## config.mk

```make
export PLATFORM = sky130hd
export DESIGN_NAME = fetch_stage
export DESIGN_NICKNAME = d
export VERILOG_FILES = /design/src/rtl/pipeline_pkg.sv /design/src/rtl/if_id_reg.sv /design/src/rtl/fetch_stage.sv
export SDC_FILE = /design/constraint.sdc
export NUM_CORES = 1
export LEC_CHECK = 0
export ABC_AREA = 1
export BUFFER_PORTS_ARGS = -buffer_cell sky130_fd_sc_hd__buf_2
export CORE_MARGIN = 8
export CORE_UTILIZATION = 50
export CTS_BUF_LIST = sky130_fd_sc_hd__clkbuf_4 sky130_fd_sc_hd__clkbuf_8 sky130_fd_sc_hd__clkbuf_16
export CTS_CLUSTER_SIZE = 30
export DETAILED_ROUTE_END_ITERATION = 10
export PLACE_DENSITY = 0.8
export SLEW_MARGIN = 25
export SYNTH_ARGS = -nofsm -noshare
export SYNTH_HDL_FRONTEND = slang
export SYNTH_SLANG_ARGS = --single-unit
```

## constraint.sdc

```tcl
create_clock -name clk -period 1.9 [get_ports clk]
set_input_delay 0 -clock clk [delete_from_list [all_inputs] [get_ports clk]]
set_output_delay 0 -clock clk [all_outputs]
set_load 0.005 [all_outputs]
```

## src/rtl/pipeline_pkg.sv

```systemverilog
// Shared pipeline definitions: word size, bubble instruction, fetch FSM encodings.
package pipeline_pkg;

  localparam int XLEN = 32;
  localparam logic [XLEN-1:0] DEFAULT_NOP_INST = 32'h0000_0013;

  typedef enum logic [1:0] {
    FS_IDLE = 2'd0,
    FS_RUN  = 2'd1,
    FS_HALT = 2'd2
  } fetch_state_e;

  typedef enum logic [2:0] {
    ACT_NONE    = 3'd0,
    ACT_FLUSH   = 3'd1,
    ACT_HALT    = 3'd2,
    ACT_STALL   = 3'd3,
    ACT_FAULT   = 3'd4,
    ACT_ADVANCE = 3'd5
  } fetch_act_e;

  function automatic logic [XLEN-1:0] word_align(input logic [XLEN-1:0] addr);
    return addr & ~32'h0000_0003;
  endfunction

endpackage

```

## src/rtl/if_id_reg.sv

```systemverilog
// Generic stage register: pc/inst/valid with hold and bubble controls (bubble wins over hold).
module if_id_reg
  import pipeline_pkg::*;
#(
  parameter logic [XLEN-1:0] NOP_INST = DEFAULT_NOP_INST
) (
  input  logic            clk,
  input  logic            rst,
  input  logic            hold_i,
  input  logic            bubble_i,
  input  logic [XLEN-1:0] pc_i,
  input  logic [XLEN-1:0] inst_i,
  output logic [XLEN-1:0] pc_o,
  output logic [XLEN-1:0] inst_o,
  output logic            valid_o
);

  logic [XLEN-1:0] pc_q;
  logic [XLEN-1:0] inst_q;
  logic            valid_q;

  // Stage contents: reset/bubble load a NOP, hold keeps, otherwise capture.
  always_ff @(posedge clk) begin
    if (rst || bubble_i) begin
      pc_q    <= 32'h0000_0000;
      inst_q  <= NOP_INST;
      valid_q <= 1'b0;
    end else if (hold_i) begin
      pc_q    <= pc_q;
      inst_q  <= inst_q;
      valid_q <= valid_q;
    end else begin
      pc_q    <= pc_i;
      inst_q  <= inst_i;
      valid_q <= 1'b1;
    end
  end

  assign pc_o    = pc_q;
  assign inst_o  = inst_q;
  assign valid_o = valid_q;

endmodule

```

## src/rtl/fetch_stage.sv

```systemverilog
// IF stage: PC, fetch FSM, capture counter and out-of-range fault; feeds the IF/ID register.
module fetch_stage
  import pipeline_pkg::*;
#(
  parameter logic [XLEN-1:0] RESET_PC  = 32'h0000_0000,
  parameter int unsigned     MEM_WORDS = 1001,
  parameter logic [XLEN-1:0] NOP_INST  = DEFAULT_NOP_INST
) (
  input  logic            clk,
  input  logic            rst,
  input  logic            stall_i,
  input  logic            flush_i,
  input  logic [XLEN-1:0] redirect_pc_i,
  input  logic            halt_i,
  output logic            inst_ce_o,
  output logic [XLEN-1:0] inst_addr_o,
  input  logic [XLEN-1:0] inst_i,
  output logic [XLEN-1:0] if_id_pc_o,
  output logic [XLEN-1:0] if_id_inst_o,
  output logic            if_id_valid_o,
  output logic [XLEN-1:0] fetch_cnt_o,
  output logic            fault_o
);

  localparam logic [XLEN-1:0] MEM_WORDS_W = 32'(MEM_WORDS);

  fetch_state_e    state_q;
  logic [XLEN-1:0] pc_q;
  logic [XLEN-1:0] cnt_q;
  logic            fault_q;
  fetch_act_e      act_d;
  logic            hold_d;
  logic            bubble_d;

  // Resolve this edge's action with priority flush > halt > stall > fault > advance.
  always_comb begin
    act_d = ACT_NONE;
    if (state_q == FS_RUN) begin
      if (flush_i) begin
        act_d = ACT_FLUSH;
      end else if (halt_i) begin
        act_d = ACT_HALT;
      end else if (stall_i) begin
        act_d = ACT_STALL;
      end else if ({2'b00, pc_q[XLEN-1:2]} >= MEM_WORDS_W) begin
        act_d = ACT_FAULT;
      end else begin
        act_d = ACT_ADVANCE;
      end
    end else begin
      act_d = ACT_NONE;
    end
    hold_d   = (act_d == ACT_STALL);
    bubble_d = (act_d != ACT_STALL) && (act_d != ACT_ADVANCE);
  end

  // Fetch FSM together with PC, capture counter and sticky fault.
  always_ff @(posedge clk) begin
    if (rst) begin
      state_q <= FS_IDLE;
      pc_q    <= word_align(RESET_PC);
      cnt_q   <= 32'h0000_0000;
      fault_q <= 1'b0;
    end else begin
      case (state_q)
        FS_IDLE: state_q <= FS_RUN;
        FS_RUN: begin
          case (act_d)
            ACT_FLUSH: pc_q <= word_align(redirect_pc_i);
            ACT_HALT:  state_q <= FS_HALT;
            ACT_FAULT: begin
              fault_q <= 1'b1;
              state_q <= FS_HALT;
            end
            ACT_ADVANCE: begin
              pc_q  <= pc_q + 32'd4;
              cnt_q <= (cnt_q == 32'hFFFF_FFFF) ? cnt_q : cnt_q + 32'd1;
            end
            default: pc_q <= pc_q;
          endcase
        end
        FS_HALT: state_q <= FS_HALT;
        default: state_q <= FS_IDLE;
      endcase
    end
  end

  if_id_reg #(.NOP_INST(NOP_INST)) u_if_id (
    .clk      (clk),
    .rst      (rst),
    .hold_i   (hold_d),
    .bubble_i (bubble_d),
    .pc_i     (pc_q),
    .inst_i   (inst_i),
    .pc_o     (if_id_pc_o),
    .inst_o   (if_id_inst_o),
    .valid_o  (if_id_valid_o)
  );

  assign inst_ce_o   = (state_q == FS_RUN);
  assign inst_addr_o = pc_q;
  assign fetch_cnt_o = cnt_q;
  assign fault_o     = fault_q;

endmodule

```

# == Word-level counts from Yosys, hierarchy flattened ==
# Cells that the tools add are included.
# op_classes
n_addsub,2
n_lt_le_gt_ge,1
n_eq_ne,11
muxes,8
n_bitwise,1
n_reduce_logical,8
# ops
op,count
case mux 32 bit (2 select lines),1
adder 32 x 1 -> 32 bit (second input constant),1
adder 32 x 3 -> 32 bit (second input constant),1
== test 32 bit (second input constant),1
>= comparator 30 x 10 -> 1 bit (second input constant),1
two-way mux 3 bit,4
== test 3 x 2 -> 1 bit (second input constant),2
== test 3 bit (second input constant),2
case mux 2 bit (3 select lines),1
AND reduction 2 bit,2
== test 3 x 1 -> 1 bit (second input constant),1
!= test 3 x 2 -> 1 bit (second input constant),1
!= test 3 bit (second input constant),1
AND reduction 3 bit,1
== test 2 x 1 -> 1 bit (second input constant),1
== test 2 bit (second input constant),1
zero test 2 bit,1
two-way mux 2 bit,1
!= test 2 bit (second input constant),1
nonzero test 2 bit,1
OR reduction 2 bit,1
logical AND 1 bit,1
logical OR 1 bit,1
two-way mux 1 bit,1
inverter 1 bit,1
# word_totals
register_bits,132
input_bits,69
output_inout_bits,131
elab_cells,38

# == Depth between registers and ports, before layout ==
# depth
depth_word,10
depth_mapped,14
depth_no_buf,14

# == Modules after synthesis ==
# From an unflattened synthesis, not the netlist that was laid out.
# unflattened
cells_unflattened,887
area_unflattened_um2,6150.9
# by_module_without_submodules
mod,n_inst,cells_per_inst,area_each_um2
fetch_stage,1,484,3492.1
if_id_reg,1,403,2658.8

# == Worst setup path before layout ==
# No wires, ideal clock.
# synth_path
path_type,register to register
startpoint,reg state_q[1]
endpoint,reg cnt_q[19] (netlist: fetch_cnt_o[19])
arrival_time_ns,1.635
path_slack_ns,0.151
stages_incl_launch_ff,14
period_less_slack_ns,1.749
path_cell_list,dfxtp_1 > inv_1 > ha_1 > inv_2 > nor2_8 > nand2_1 > clkinv_1 > nand3_4 > inv_2 > nand2_2 > nor2_4 > nand2_2 > o21ai_1 > nor2_1
# synth_via
elab_chain_cells,4
# synth_lines
item,line,rtl
start: declaration,fetch_stage.sv:27,fetch_state_e state_q;
start signal: assignment,fetch_stage.sv:60,state_q <= FS_IDLE;
start signal: assignment,fetch_stage.sv:66,FS_IDLE: state_q <= FS_RUN;
start signal: assignment,fetch_stage.sv:70,ACT_HALT: state_q <= FS_HALT;
== test 2 x 1 -> 1 bit (*),--,
named net inst_ce_o,fetch_stage.sv:15,"output logic inst_ce_o,"
two-way mux 3 bit,fetch_stage.sv:38,if (state_q == FS_RUN) begin
== test 3 bit,fetch_stage.sv:68,case (act_d)
AND reduction 3 bit (no source line) (*),--,
end signal: assignment,fetch_stage.sv:77,cnt_q <= (cnt_q == 32'hFFFF_FFFF) ? cnt_q : cnt_q + 32'd1;
end: declaration,fetch_stage.sv:29,logic [XLEN-1:0] cnt_q;
# The timed path passes the listed nets; every way through them passes the cells marked *.
# A chain may end at the register's enable or synchronous reset.

# == Final worst setup path ==
# layout_path
startpoint,reg pc_q[3] (netlist: inst_addr_o[3])
endpoint,reg pc_q[6] (netlist: inst_addr_o[6])
# layout_via
elab_chain_cells,9
word_cells_on_any_way,12
cone_classes,add/sub (1); order compare (1); eq/ne (2); mux (6); reduce/logical (2)
# layout_lines
item,line,rtl
start: declaration,fetch_stage.sv:28,logic [XLEN-1:0] pc_q;
start signal: assignment,fetch_stage.sv:61,pc_q <= word_align(RESET_PC);
start signal: assignment,fetch_stage.sv:69,ACT_FLUSH: pc_q <= word_align(redirect_pc_i);
start signal: assignment,fetch_stage.sv:76,pc_q <= pc_q + 32'd4;
>= comparator 30 x 10 -> 1 bit,fetch_stage.sv:45,"end else if ({2'b00, pc_q[XLEN-1:2]} >= MEM_WORDS_W) begin"
two-way mux 1 bit,fetch_stage.sv:45,
two-way mux 3 bit,fetch_stage.sv:43,end else if (stall_i) begin
two-way mux 3 bit,fetch_stage.sv:41,end else if (halt_i) begin
two-way mux 3 bit,fetch_stage.sv:39,if (flush_i) begin
two-way mux 3 bit,fetch_stage.sv:38,
== test 3 bit / == test 3 x 1 -> 1 bit (equally long branches),fetch_stage.sv:68,
nonzero test 2 bit (no source line),--,
AND reduction 2 bit (no source line),--,
# Parallel ways exist; a longest one is shown, timed or not.

==> results_dict.tcl <==
set metrics [dict create \
    highest_layer "met4" \
    setup_viol 3 \
    crit_path_end "inst_addr_o[6]" \
    initial_core_util 0.5066 \
    fin_tns_setup_ns -0.1247 \
    ir_drop_mv 0.7219 \
    period_share 1.053 \
    leakage_nw 4.147 \
    critPathKind "flip-flop to flip-flop" \
    clkSinkCount 128 \
    critPathCaptureType "flip-flop" \
    fin_skew_ns 0.01185 \
    via_per_inst 5.303 \
    timing.rr.end "inst_addr_o[6]" \
    fp.dieH_um 122.9 \
    setup_ws_ns -0.1001 \
    worst_slew_pin_slew_ns 0.5630 \
    wirelength_um 19760 \
    dpl.hpwl_um 11790 \
    gr-total-overflow 0 \
    postRouteAntennaNets 0 \
    place_area_um2 6979 \
    met3_length_um 1391 \
    period_needed_ns 2.000 \
    pin_count 200 \
    wl_per_cell_um 15.96 \
    min_path_type "primary input to flip-flop" \
    fin_area_um2 8672 \
    ys.warnings.count 0 \
    antenna_cells 0 \
    startpoint "inst_addr_o[3]" \
    reg2reg_from "inst_addr_o[3]" \
    drt-pass1-iter-count 5 \
    ys.flop_type "dfxtp_1" \
    clkSlewWorstSetupHoldPaths_ns 0.06 \
    root_buffer "clkbuf_16" \
    syn2layout_area_growth_pct 51.86 \
    core_um2 11270 \
    syn_avg_cell_area_um2 7.201 \
    htreeDepth 4 \
    async_reset_ff_frac 0 \
    syn_inst 793 \
    required_ns 2.21 \
    crit_arrival_ns 2.31 \
    reg2reg_depth 13 \
    remaining_drc_errors 0 \
    cap_viol_max_count 0 \
    finalMaxSlewViolations 0 \
    cts_tree "done" \
    power.density_nw_per_um2 980.0 \
    worstSkewPairLatency_ns 0.43 \
    port_buffers 193 \
    synth_edf_count 0 \
    nFillCells 777 \
    grt_usage 0.2413 \
    drt-met1-wl_um 7721 \
    rrSetupSlack_ns -0.10 \
    clk_path_buf_depth 2 \
    outcome "complete, but fails checks" \
    crit_fanout 6 \
    die_x_um 122.9 \
    drt-initial-drc-count 584 \
    grt_pass1_vias 6158 \
    drive_gt1_frac 0.3379 \
    num_rows 39 \
    vias 6565 \
    post-route-util 0.7693 \
    dieArea_um2 15100 \
    synth_seq_cells 128 \
    ys_seq_area_frac 0.4487 \
    numCtsBuffers 17 \
    clock.fmax_ghz 0.5000 \
    slew-limit-headroom 0.6212 \
    violations "negative setup slack" \
    grt_antenna_before_repair 0 \
    grt_pass1_wl_um 29230 \
    syn_area_um2 5710 \
    pre_cts_slack_ns 0.01326 \
    grt_max_degree 70 \
    rsz0062_at_grt "yes" \
    critPathLaunchType "flip-flop" \
    synth.distinct_cells 41 \
    gp_congestion 0.8386 \
    nets 1157 \
    hold_viol_final 0 \
    wl_met2_um 9892 \
]
## cell usage in the layout (no fill, tap or decap), types with 9 or more instances in the layout
cell type / synthesis / routed
buf_4: 7 / 38
nand3_1: 48 / 41
inv_1: 50 / 46
nor2_2: 9 / 19
buf_2: 15 / 193
o21ai_0: 15 / 13
nand2_1: 196 / 187
a21oi_1: 63 / 61
nand2_2: 5 / 12
nor3_1: 34 / 31
dfxtp_2: 0 / 9
nand3_2: 4 / 10
dlygate4sd3_1: 0 / 62
clkbuf_16: 0 / 21
nor2_1: 124 / 113
nand4_1: 18 / 18
dfxtp_1: 128 / 117
## per-layer routing
metal / track usage / up-vias
li1: - / 3137
met1: 0.2751 / 3062
met2: 0.3996 / 297
met3: 0.05750 / 69
met4: 0.1538 / 0
met5: 0 / -
## cells by family after synthesis
logic type,share of synthesized area
buf+inv,0.07559
simple gates,0.3591
xor+xnor,0.01227
other cells,0.0006567
compound gates,0.09049
flops,0.4487
fa+ha+maj,0.01315
## final cells by class
class | instances | area [um^2] | area share
multi-input cells | 569 | 2904 | 0.3349
repair buffers | 308 | 2161 | 0.2492
repair inverters | 1 | 7.507 | 0.0008657
flip-flops and latches | 128 | 2581 | 0.2976
clock buffers | 19 | 452.9 | 0.05223
inverters | 57 | 225.2 | 0.02597
clock inverters | 13 | 161.4 | 0.01861
well taps | 143 | 178.9 | 0.02063
## where the power goes
part | internal, mW | switching [mW] | total [mW] | leakage (nW)
Clock | 2.13 | 1.24 | 3.38 | 0.303
Sequential | 2.87 | 0.168 | 3.04 | 1.04
Combinational | 0.904 | 1.18 | 2.08 | 2.80
## worst min path at each step
| stage | end | slack, ns | cells past startpoint | from |
|---|---|---|---|---|
| floorplan | u_if_id.inst_o[0] | 0.11 | 2 | inst_i[0] |
| global placement | u_if_id.inst_o[1] | 0.20 | 3 | inst_i[1] |
| detailed placement | u_if_id.inst_o[4] | 0.21 | 3 | inst_i[4] |
| CTS | fault_o | 0.04 | 6 | halt_i |
| global route | fetch_cnt_o[15] | 0.1 | 3 | rst |
| finish | fault_o | 0.06 | 6 | halt_i |
## state kept, by name, summed over array words and instances (netlist names)
register / cells
fetch_cnt_o: 32
u_if_id.inst_o: 32
inst_addr_o: 30
u_if_id.pc_o: 30
state_q: 2
fault_o: 1
u_if_id.valid_o: 1
## timing repair
item,in CTS,in global routing
buffers inserted,0,11
hold buffers,62,0
pin swaps,0,25
resized for setup,1,69
setup endpoints to repair,1,95
endpoints found under the hold margin,62,0
cloned,0,8
## metrics by stage
step           total power, mW  hold WS (ns)  cells
6_report                 8.498       0.05637   1238
5_1_grt                  8.873       0.09899   1238
4_1_cts                  8.159       0.04204   1219
3_5_place_dp             4.707        0.2088   1125
3_3_place_gp             4.677        0.1959   1125
2_1_floorplan            4.070        0.1134    796
## cell usage after synthesis, types with 4 or more instances
cell type  count  area (um^2)
xor2_1         7        61.31
o21ai_0       15        75.07
nand2_2        5        31.28
nor2_2         9        56.30
nor2_1       124        465.5
nand3_2        4        40.04
nand4_1       18        112.6
inv_1         50        187.7
inv_2          5        18.77
nand2_1      196        735.7
dfxtp_1      128         2562
ha_1           6        75.07
buf_2         15        75.07
nor3_1        34        170.2
clkbuf_1      17        63.81
nand3_1       48        240.2
a211oi_1      10        75.07
a21oi_1       63        315.3
buf_4          7        52.55
## critical path, stage by stage, from the launching register on
cell	delay [ns]
dfxtp_2	0.35
inv_4	0.05
ha_4	0.14
nor2_1	0.09
nand2_1	0.08
nand2_2	0.10
a21oi_4	0.07
nor2_4	0.15
o21ai_2	0.08
nand2_2	0.09
nand3_4	0.19
clkbuf_16	0.24
nor2_1	0.17
nor2_1	0.08
Note: power is estimated with default switching activity, not from simulation.
